`src/rtl/wb_arbiter.sv`:
```
// wb_arbiter: shares the single writeback/wakeup bus among the execution units.
//
// Each unit posts completed results into a small holding FIFO; a round-robin
// arbiter grants one FIFO head per cycle onto the bus, and registered busy
// flags tell the scheduler to stop issuing to a unit whose results cannot drain.
//
// Handshake: done_[k] low at a rising edge offers one result from unit k. It
// is accepted if FIFO k has room, or is full but pops at that same edge.
// Otherwise it is dropped and ovf_err is set. wb_e_ low means the bus carries
// a valid result this cycle. The bus has no ready: the granted head always
// retires at the end of the cycle.
//
// Ports:
//   clk, reset_     clock; asynchronous active-low reset
//   flush_          active-low pipeline flush (empties all FIFOs)
//   done_           per-unit result valid, active-low
//   done_rd         per-unit destination register
//   done_data       per-unit result data
//   wb_e_           writeback valid, active-low
//   wb_rd, wb_data  granted result
//   wb_unit         granted unit
//   exe_busy        registered per-unit busy flags
//   ovf_err         sticky overflow flag, active-high

package wb_arbiter_pkg;
  typedef logic [5:0] RegFile_t;

  typedef enum logic [2:0] {
    UNIT_ALU  = 3'd0,
    UNIT_DIV  = 3'd1,
    UNIT_FPU  = 3'd2,
    UNIT_FDIV = 3'd3,
    UNIT_CSR  = 3'd4,
    UNIT_MEM  = 3'd5
  } ExeUnit_t;

  // alu is bit 0 so the struct lines up with the unit index order.
  typedef struct packed {
    logic mem;
    logic csr;
    logic fdiv;
    logic fpu;
    logic div;
    logic alu;
  } ExeBusy_t;
endpackage

module wb_arbiter
  import wb_arbiter_pkg::*;
#(
  parameter int UNITS = 6,
  parameter int DEPTH = 2,
  parameter int DATA  = 32,
  localparam int U    = $clog2(UNITS)
) (
  input  logic              clk,
  input  logic              reset_,
  input  logic              flush_,
  input  logic [UNITS-1:0]  done_,
  input  RegFile_t          done_rd [UNITS],
  input  logic [DATA-1:0]   done_data [UNITS],
  output logic              wb_e_,
  output RegFile_t          wb_rd,
  output logic [DATA-1:0]   wb_data,
  output ExeUnit_t          wb_unit,
  output ExeBusy_t          exe_busy,
  output logic              ovf_err
);

  localparam int PW = $clog2(DEPTH);
  localparam int CW = PW + 1;

  RegFile_t          rd_mem   [UNITS][DEPTH];
  logic [DATA-1:0]   data_mem [UNITS][DEPTH];
  logic [PW-1:0]     wr_ptr   [UNITS];
  logic [PW-1:0]     rd_ptr   [UNITS];
  logic [CW-1:0]     count    [UNITS];
  logic [CW-1:0]     next_count [UNITS];
  logic [U-1:0]      rr_ptr;
  logic [UNITS-1:0]  busy_q;
  logic [UNITS-1:0]  nonempty;
  logic [UNITS-1:0]  push;
  logic [UNITS-1:0]  pop;
  logic [UNITS-1:0]  drop;
  logic              gnt_valid;
  logic [U-1:0]      gnt;

  always_comb begin
    for (int k = 0; k < UNITS; k++) nonempty[k] = (count[k] != '0);
  end

  // Round-robin search starting at rr_ptr. UNITS need not be a power of two,
  // so the candidate index wraps explicitly.
  always_comb begin
    int           idx;
    logic [U-1:0] cand;
    gnt_valid = 1'b0;
    gnt       = '0;
    idx       = 0;
    cand      = '0;
    for (int i = 0; i < UNITS; i++) begin
      idx = int'(rr_ptr) + i;
      if (idx >= UNITS) idx = idx - UNITS;
      cand = U'(idx);
      if (!gnt_valid && nonempty[cand]) begin
        gnt_valid = 1'b1;
        gnt       = cand;
      end
    end
  end

  // Bus is driven straight from the granted head, so a result pushed at an
  // edge appears on the bus no earlier than the following cycle.
  always_comb begin
    wb_e_   = !gnt_valid;
    wb_rd   = gnt_valid ? rd_mem[gnt][rd_ptr[gnt]]   : '0;
    wb_data = gnt_valid ? data_mem[gnt][rd_ptr[gnt]] : '0;
    wb_unit = gnt_valid ? ExeUnit_t'(gnt) : UNIT_ALU;
  end

  // A full FIFO that pops this edge can still take a push; flush discards
  // every push offered in the same cycle.
  always_comb begin
    for (int k = 0; k < UNITS; k++) begin
      pop[k]        = gnt_valid && (gnt == U'(k));
      push[k]       = flush_ && !done_[k] && ((count[k] != CW'(DEPTH)) || pop[k]);
      drop[k]       = flush_ && !done_[k] && (count[k] == CW'(DEPTH)) && !pop[k];
      next_count[k] = count[k] + CW'(push[k]) - CW'(pop[k]);
    end
  end

  always_ff @(posedge clk or negedge reset_) begin
    if (!reset_) begin
      for (int k = 0; k < UNITS; k++) begin
        wr_ptr[k] <= '0;
        rd_ptr[k] <= '0;
        count[k]  <= '0;
      end
      rr_ptr  <= '0;
      busy_q  <= '0;
      ovf_err <= 1'b0;
    end else begin
      if (|drop) ovf_err <= 1'b1;
      if (!flush_) begin
        for (int k = 0; k < UNITS; k++) begin
          wr_ptr[k] <= '0;
          rd_ptr[k] <= '0;
          count[k]  <= '0;
        end
        rr_ptr <= '0;
        busy_q <= '0;
      end else begin
        for (int k = 0; k < UNITS; k++) begin
          if (push[k]) wr_ptr[k] <= wr_ptr[k] + PW'(1);
          if (pop[k])  rd_ptr[k] <= rd_ptr[k] + PW'(1);
          count[k] <= next_count[k];
          // One slot stays free for a result already in flight.
          busy_q[k] <= (next_count[k] >= CW'(DEPTH - 1));
        end
        if (gnt_valid) rr_ptr <= (gnt == U'(UNITS - 1)) ? '0 : gnt + U'(1);
      end
    end
  end

  // Storage needs no reset: the bus only reads entries covered by count.
  always_ff @(posedge clk) begin
    for (int k = 0; k < UNITS; k++) begin
      if (push[k]) begin
        rd_mem[k][wr_ptr[k]]   <= done_rd[k];
        data_mem[k][wr_ptr[k]] <= done_data[k];
      end
    end
  end

  assign exe_busy = ExeBusy_t'(busy_q);

endmodule

```
`config.mk`:
```
export PLATFORM = sky130hd
export DESIGN_NAME = wb_arbiter
export DESIGN_NICKNAME = d
export VERILOG_FILES = /design/src/rtl/wb_arbiter.sv
export SDC_FILE = /design/constraint.sdc
export NUM_CORES = 1
export LEC_CHECK = 0
export ABC_AREA = 0
export BUFFER_PORTS_ARGS = -buffer_cell sky130_fd_sc_hd__buf_2
export CORE_UTILIZATION = 45
export DETAILED_ROUTE_END_ITERATION = 6
export GPL_TIMING_DRIVEN = 0
export PLACE_DENSITY = 0.65
export SLEW_MARGIN = 20
export SYNTH_ARGS = -nofsm -noshare
export SYNTH_HDL_FRONTEND = slang
export SYNTH_SLANG_ARGS = --single-unit
export TNS_END_PERCENT = 10
```
`constraint.sdc`:
```
create_clock -name clk -period 7.6 [get_ports clk]
set_clock_uncertainty 0.05 [all_clocks]
set_input_delay 0.76 -clock clk [delete_from_list [all_inputs] [get_ports clk]]
set_output_delay 0.76 -clock clk [all_outputs]
set_load 0.02 [all_outputs]
```
# == After elaboration in Yosys (flattened, before gate mapping) ==
# Memory sizes are Yosys's and may differ from the RTL's.
# Index checks and enable logic that the tools add are counted.
# word_totals
regBits,34
ramBits,456
input_bits,237
output_inout_bits,49
elab_cells,305
n_memories,2
# op_classes
n_addsub,36
order_cmp,32
n_eq_ne,30
muxes,103
bitwise_logic,8
reduce_logical,73
# memory_table
name,depth,word_bits,read_ports,rd_clocked_by_memory_dff,write_ports,line_no,text
data_mem,6,64,1,0,6,74,logic [DATA-1:0] data_mem [UNITS][DEPTH];
rd_mem,6,12,1,0,6,73,RegFile_t rd_mem [UNITS][DEPTH];
# ops
op,count
64-bit two-way mux,6
32-bit two-way mux,10
32-bit demux with 1-bit select,6
12-bit two-way mux,7
6-bit two-way mux,13
3-bit two-way mux,16
1-bit logical AND,41
6-bit demux with 1-bit select,6
1-bit two-way mux,32
"2-bit by 1-bit inequality test with 1-bit output, second input constant",13
"3-bit by 4-bit less-than comparator with 1-bit output, second input constant",6
1-bit binary-select mux with 3-bit select,7
"4-bit by 3-bit >= comparator with 1-bit output, second input constant",5
1-bit logical NOT,18
"3-bit subtractor, second input constant",6
"2-bit >= comparator, second input constant",7
1-bit NOT with 2-bit output,7
"1-bit adder, second input constant",12
2-bit by 1-bit adder with 2-bit output,6
"2-bit equality test, second input constant",6
"2-bit by 1-bit >= comparator with 1-bit output, second input constant",6
"2-bit by 1-bit less-than comparator with 1-bit output, second input constant",6
"2-bit inequality test, second input constant",6
2-bit nonzero test,6
14 further kinds,28

# == Logic depth before layout (Yosys ltp) ==
# logic_depth
word_depth,29
mapped_depth,25
ltp_nobuf,19

# == Worst setup path after synthesis ==
# Ideal clock, no wire load.
# synth_path
path_type,register to register
from,reg rr_ptr[0]
to,"mem data_mem[0][0] in the netlist's numbering, enable pin"
setup_ps,433
arrival_ps,5426
required_ps,7117
path_slack_ps,1691
stages_incl_launch_ff,16
path_buffers,5
period_less_slack_ps,5909
cell_sequence,dfrtp_1 -> buf_4 -> buf_2 -> buf_2 -> inv_1 -> ha_1 -> clkbuf_1 -> o21a_1 -> a2111oi_1 -> o21ai_0 -> nor4_2 -> buf_2 -> o2111ai_1 -> a31oi_1 -> nand2_1 -> nor2_1
# synth_lines
element,line_no,text
"start, declared",79,logic [U-1:0] rr_ptr;
"start signal, assigned",160,if (gnt_valid) rr_ptr <= (gnt == U'(UNITS - 1)) ? '0 : gnt + U'(1);
"end, declared",74,

# == Final worst setup path ==
# layout_path
from,reg rr_ptr[0]
to,out wb_data[30]
# layout_between
elab_chain_len,29
word_cells_on_any_way,67
classes_between,add/sub (11); order compare (6); mux (37); bitwise (2); reduce/logical (10); memory (1)
# layout_lines
element,line_no,text
branches (longest 28 deep; another with 3-bit by 1-bit adder with 4-bit output),-,
32-bit two-way mux *,117,wb_data = gnt_valid ? data_mem[gnt][rd_ptr[gnt]] : '0;
"end, declared",64,"output logic [DATA-1:0] wb_data,"
# Every way passes the cells marked *. The select of a mux whose other input is x is not followed.

==> run metrics <==
Synth Net Count between 1,500 and 2,000; top cells by count, synth edfxtp_1 (456), nand2_1 (166), o211ai_1 (156), inv_1 (102), a31oi_1 (87); syn_area_per_cell between 10 and 15 µm²; Top FF cell, synth edfxtp_1; hpwl dp roughly 46 mm; CP Class reg -> out; H-tree levels 2; setup violators final 0; Pins Over Slew Limit 0; critical path required time 6.79 ns; total number of vias between 10,000 and 15,000; layout cells sized above 1 0.273; WL per Instance around 26 µm; max_cap viols 0; Worst Hold Class in -> async; crit path from rr_ptr[0]; I/O pin count ~290; Chip Width around 220 µm; CTS tree done; antenna-violating nets left 0; reg-to-reg slack, setup 1.16 ns; Worst Tran Pin Value around 0.90 ns; count leader, synth edfxtp_1; post-synthesis cell type count 73; Via density 5.83; vias in the first global route ~15,000; met1 Resource Use GR 0.367; mapped cell area around 0.021 mm²; FP Rows 78; Mapped Cells 1,526; outcome finished clean; RSZ-0062 raised after global routing false; Routed Wire Length roughly 66 mm; post-synthesis sequential area ratio 0.690; gr busiest metal met2; largest net degree at the start of global routing 39; Die ar. between 0.04 and 0.05 mm²; fin crit period between 7 and 8 ns; 1st-pass router iterations 6; slew margin rel. 0.385; nets 2,135; Post-synth EDFFs 456; Fin. Hold Viols 0; met2 Use GR 0.444; clock sinks just under 500; DIE HEIGHT approximately 220 µm; Reg2Reg Depth 21; Clock Root Buffer clkbuf_16; # hold bufs at CTS 0; initial antenna violation count 20; largest cells by area after synthesis edfxtp_1 (65%), o211ai_1 (5.6%), mux2_2 (4.1%), dfrtp_1 (4.0%), nand2_1 (3.0%); R2R Path End exe_busy[0]; DRC viols 0; CTS Buffer Depth 3; Setup crit start kind register; crit-path max FO 10; Clock transition at path regs 0.07 ns; initial core utilization 0.460; clk_lat worst skew around 0.60 ns; IO buf count roughly 280; crit end category primary output; Layout area overhead 20.1%; gr usage total 0.278; fmax 137 MHz; Post-synth ARST share 0.0694; fin util 0.553; Setup crit end wb_data[30]; Synth Warn # 0; Final Wtd Congestion 0.879; core area between 0.04 and 0.05 mm²; WP data arrival 6.49 ns; post-CTS setup buffers 0; Final Cycle Share 0.961; worst reg2reg startpoint rr_ptr[0]; Iter 0 DRT Violations 1,580; top-area cell type share of the netlist area 0.650; top cell type by total area after synthesis edfxtp_1; flops & latches, synth about 500; global route total overflow 0; global-route wire length before repair approximately 95 mm; CTS Buf Count 51; met3 usage 0.0580
logic make-up after synthesis:
kind of cell,count (synthesis),share of synthesized area
and+or+nand+nor,284,0.0632
buffers and inverters,205,0.0405
adders and majority gates,20,0.0119
xor gates and xnor gates,28,0.0116
muxes,117,0.0610
DFF,490,0.690
AOI/OAI and AO/OA,382,0.122
how the worst min path moves through the flow:
stage	depth (start not counted)	startpoint	endpoint	slack, ns
after global routing	1	reset_	exe_busy[3]	0.25
after detailed placement	1	ovf_err	ovf_err	0.41
final	1	reset_	exe_busy[3]	0.19
after floorplan	0	reset_	count[0]	0.41
after CTS	1	reset_	rr_ptr[1]	0.20
after global placement	1	ovf_err	ovf_err	0.40
sequential cells by signal, indices dropped and copies added (netlist names):
register,cells
rr_ptr,3
ovf_err,1
data_mem,384
rd_ptr,6
wr_ptr,6
exe_busy,6
rd_mem,72
count,12
through the flow:
stage / std cells / instance area, µm² / hold WS (ns) / setup TNS (ns) / setup WS (ns)
global route: 2526 / 25300 / 0.248 / 0 / 0.0417
CTS: 2517 / 25200 / 0.197 / 0 / 0.0197
finish: 2529 / 25300 / 0.186 / 0 / 0.296
detailed placement: 2425 / 23700 / 0.405 / 0 / 0.558
floorplan: 1526 / 21100 / 0.414 / 0 / 1.69
global placement: 2410 / 23200 / 0.400 / -377.17 / -2.15
critical path, cell delays in order (launching register included):
cell	delay, ns
dfrtp_1	0.43
buf_4	0.20
buf_2	0.25
buf_2	0.27
inv_1	0.15
ha_1	0.37
clkbuf_2	0.22
o211a_1	0.18
or4_1	0.51
a21o_1	0.29
a2111o_1	0.44
and3_1	0.14
buf_2	0.20
inv_2	0.09
buf_2	0.30
nand2_1	0.33
o211ai_2	0.35
buf_6	0.26
buf_8	0.21
mux2i_1	0.43
buf_2	0.25
metal layers:
metal | vias to the layer above | share of wire | routed length (µm)
met5 | - | 0.0019 | 126
met4 | 18 | 0.032 | 2110
met3 | 138 | 0.087 | 5800
met2 | 728 | 0.47 | 31300
met1 | 7364 | 0.41 | 26900
li1 | 6507 | - | -
final cells by class:
cell class              instances  area, µm²
repair buffers                299       1780
inverters                     106        398
fillers                      3740      20500
multi-input cells             831       5780
clock inverters                25        158
clock buffers                  67       1400
diodes                         12       30.0
well taps                     600        751
plain buffers                  99        465
flip-flops and latches        490      14500
cells in the final DEF, fill, tap and decap left out, types with 20 or more instances in the layout:
master       n
mux2_2      77
mux2i_1     38
xnor2_1     21
a31oi_1     87
nand2_1    166
clkbuf_16   53
clkbuf_1    72
and2_1      24
buf_2      303
edfxtp_1   456
o21ai_0     83
inv_1      102
dfrtp_1     34
nor2_1      23
o211ai_1   156
ha_1        20
what timing repair did:
action,CTS,global route
resized for setup,0,15
endpoints found under the hold margin,0,0
endpoints found under the setup margin,0,38
Power is left out: the tool's default activity adds up to more than one toggle a clock period on the data nets, which glitch-free logic cannot reach.
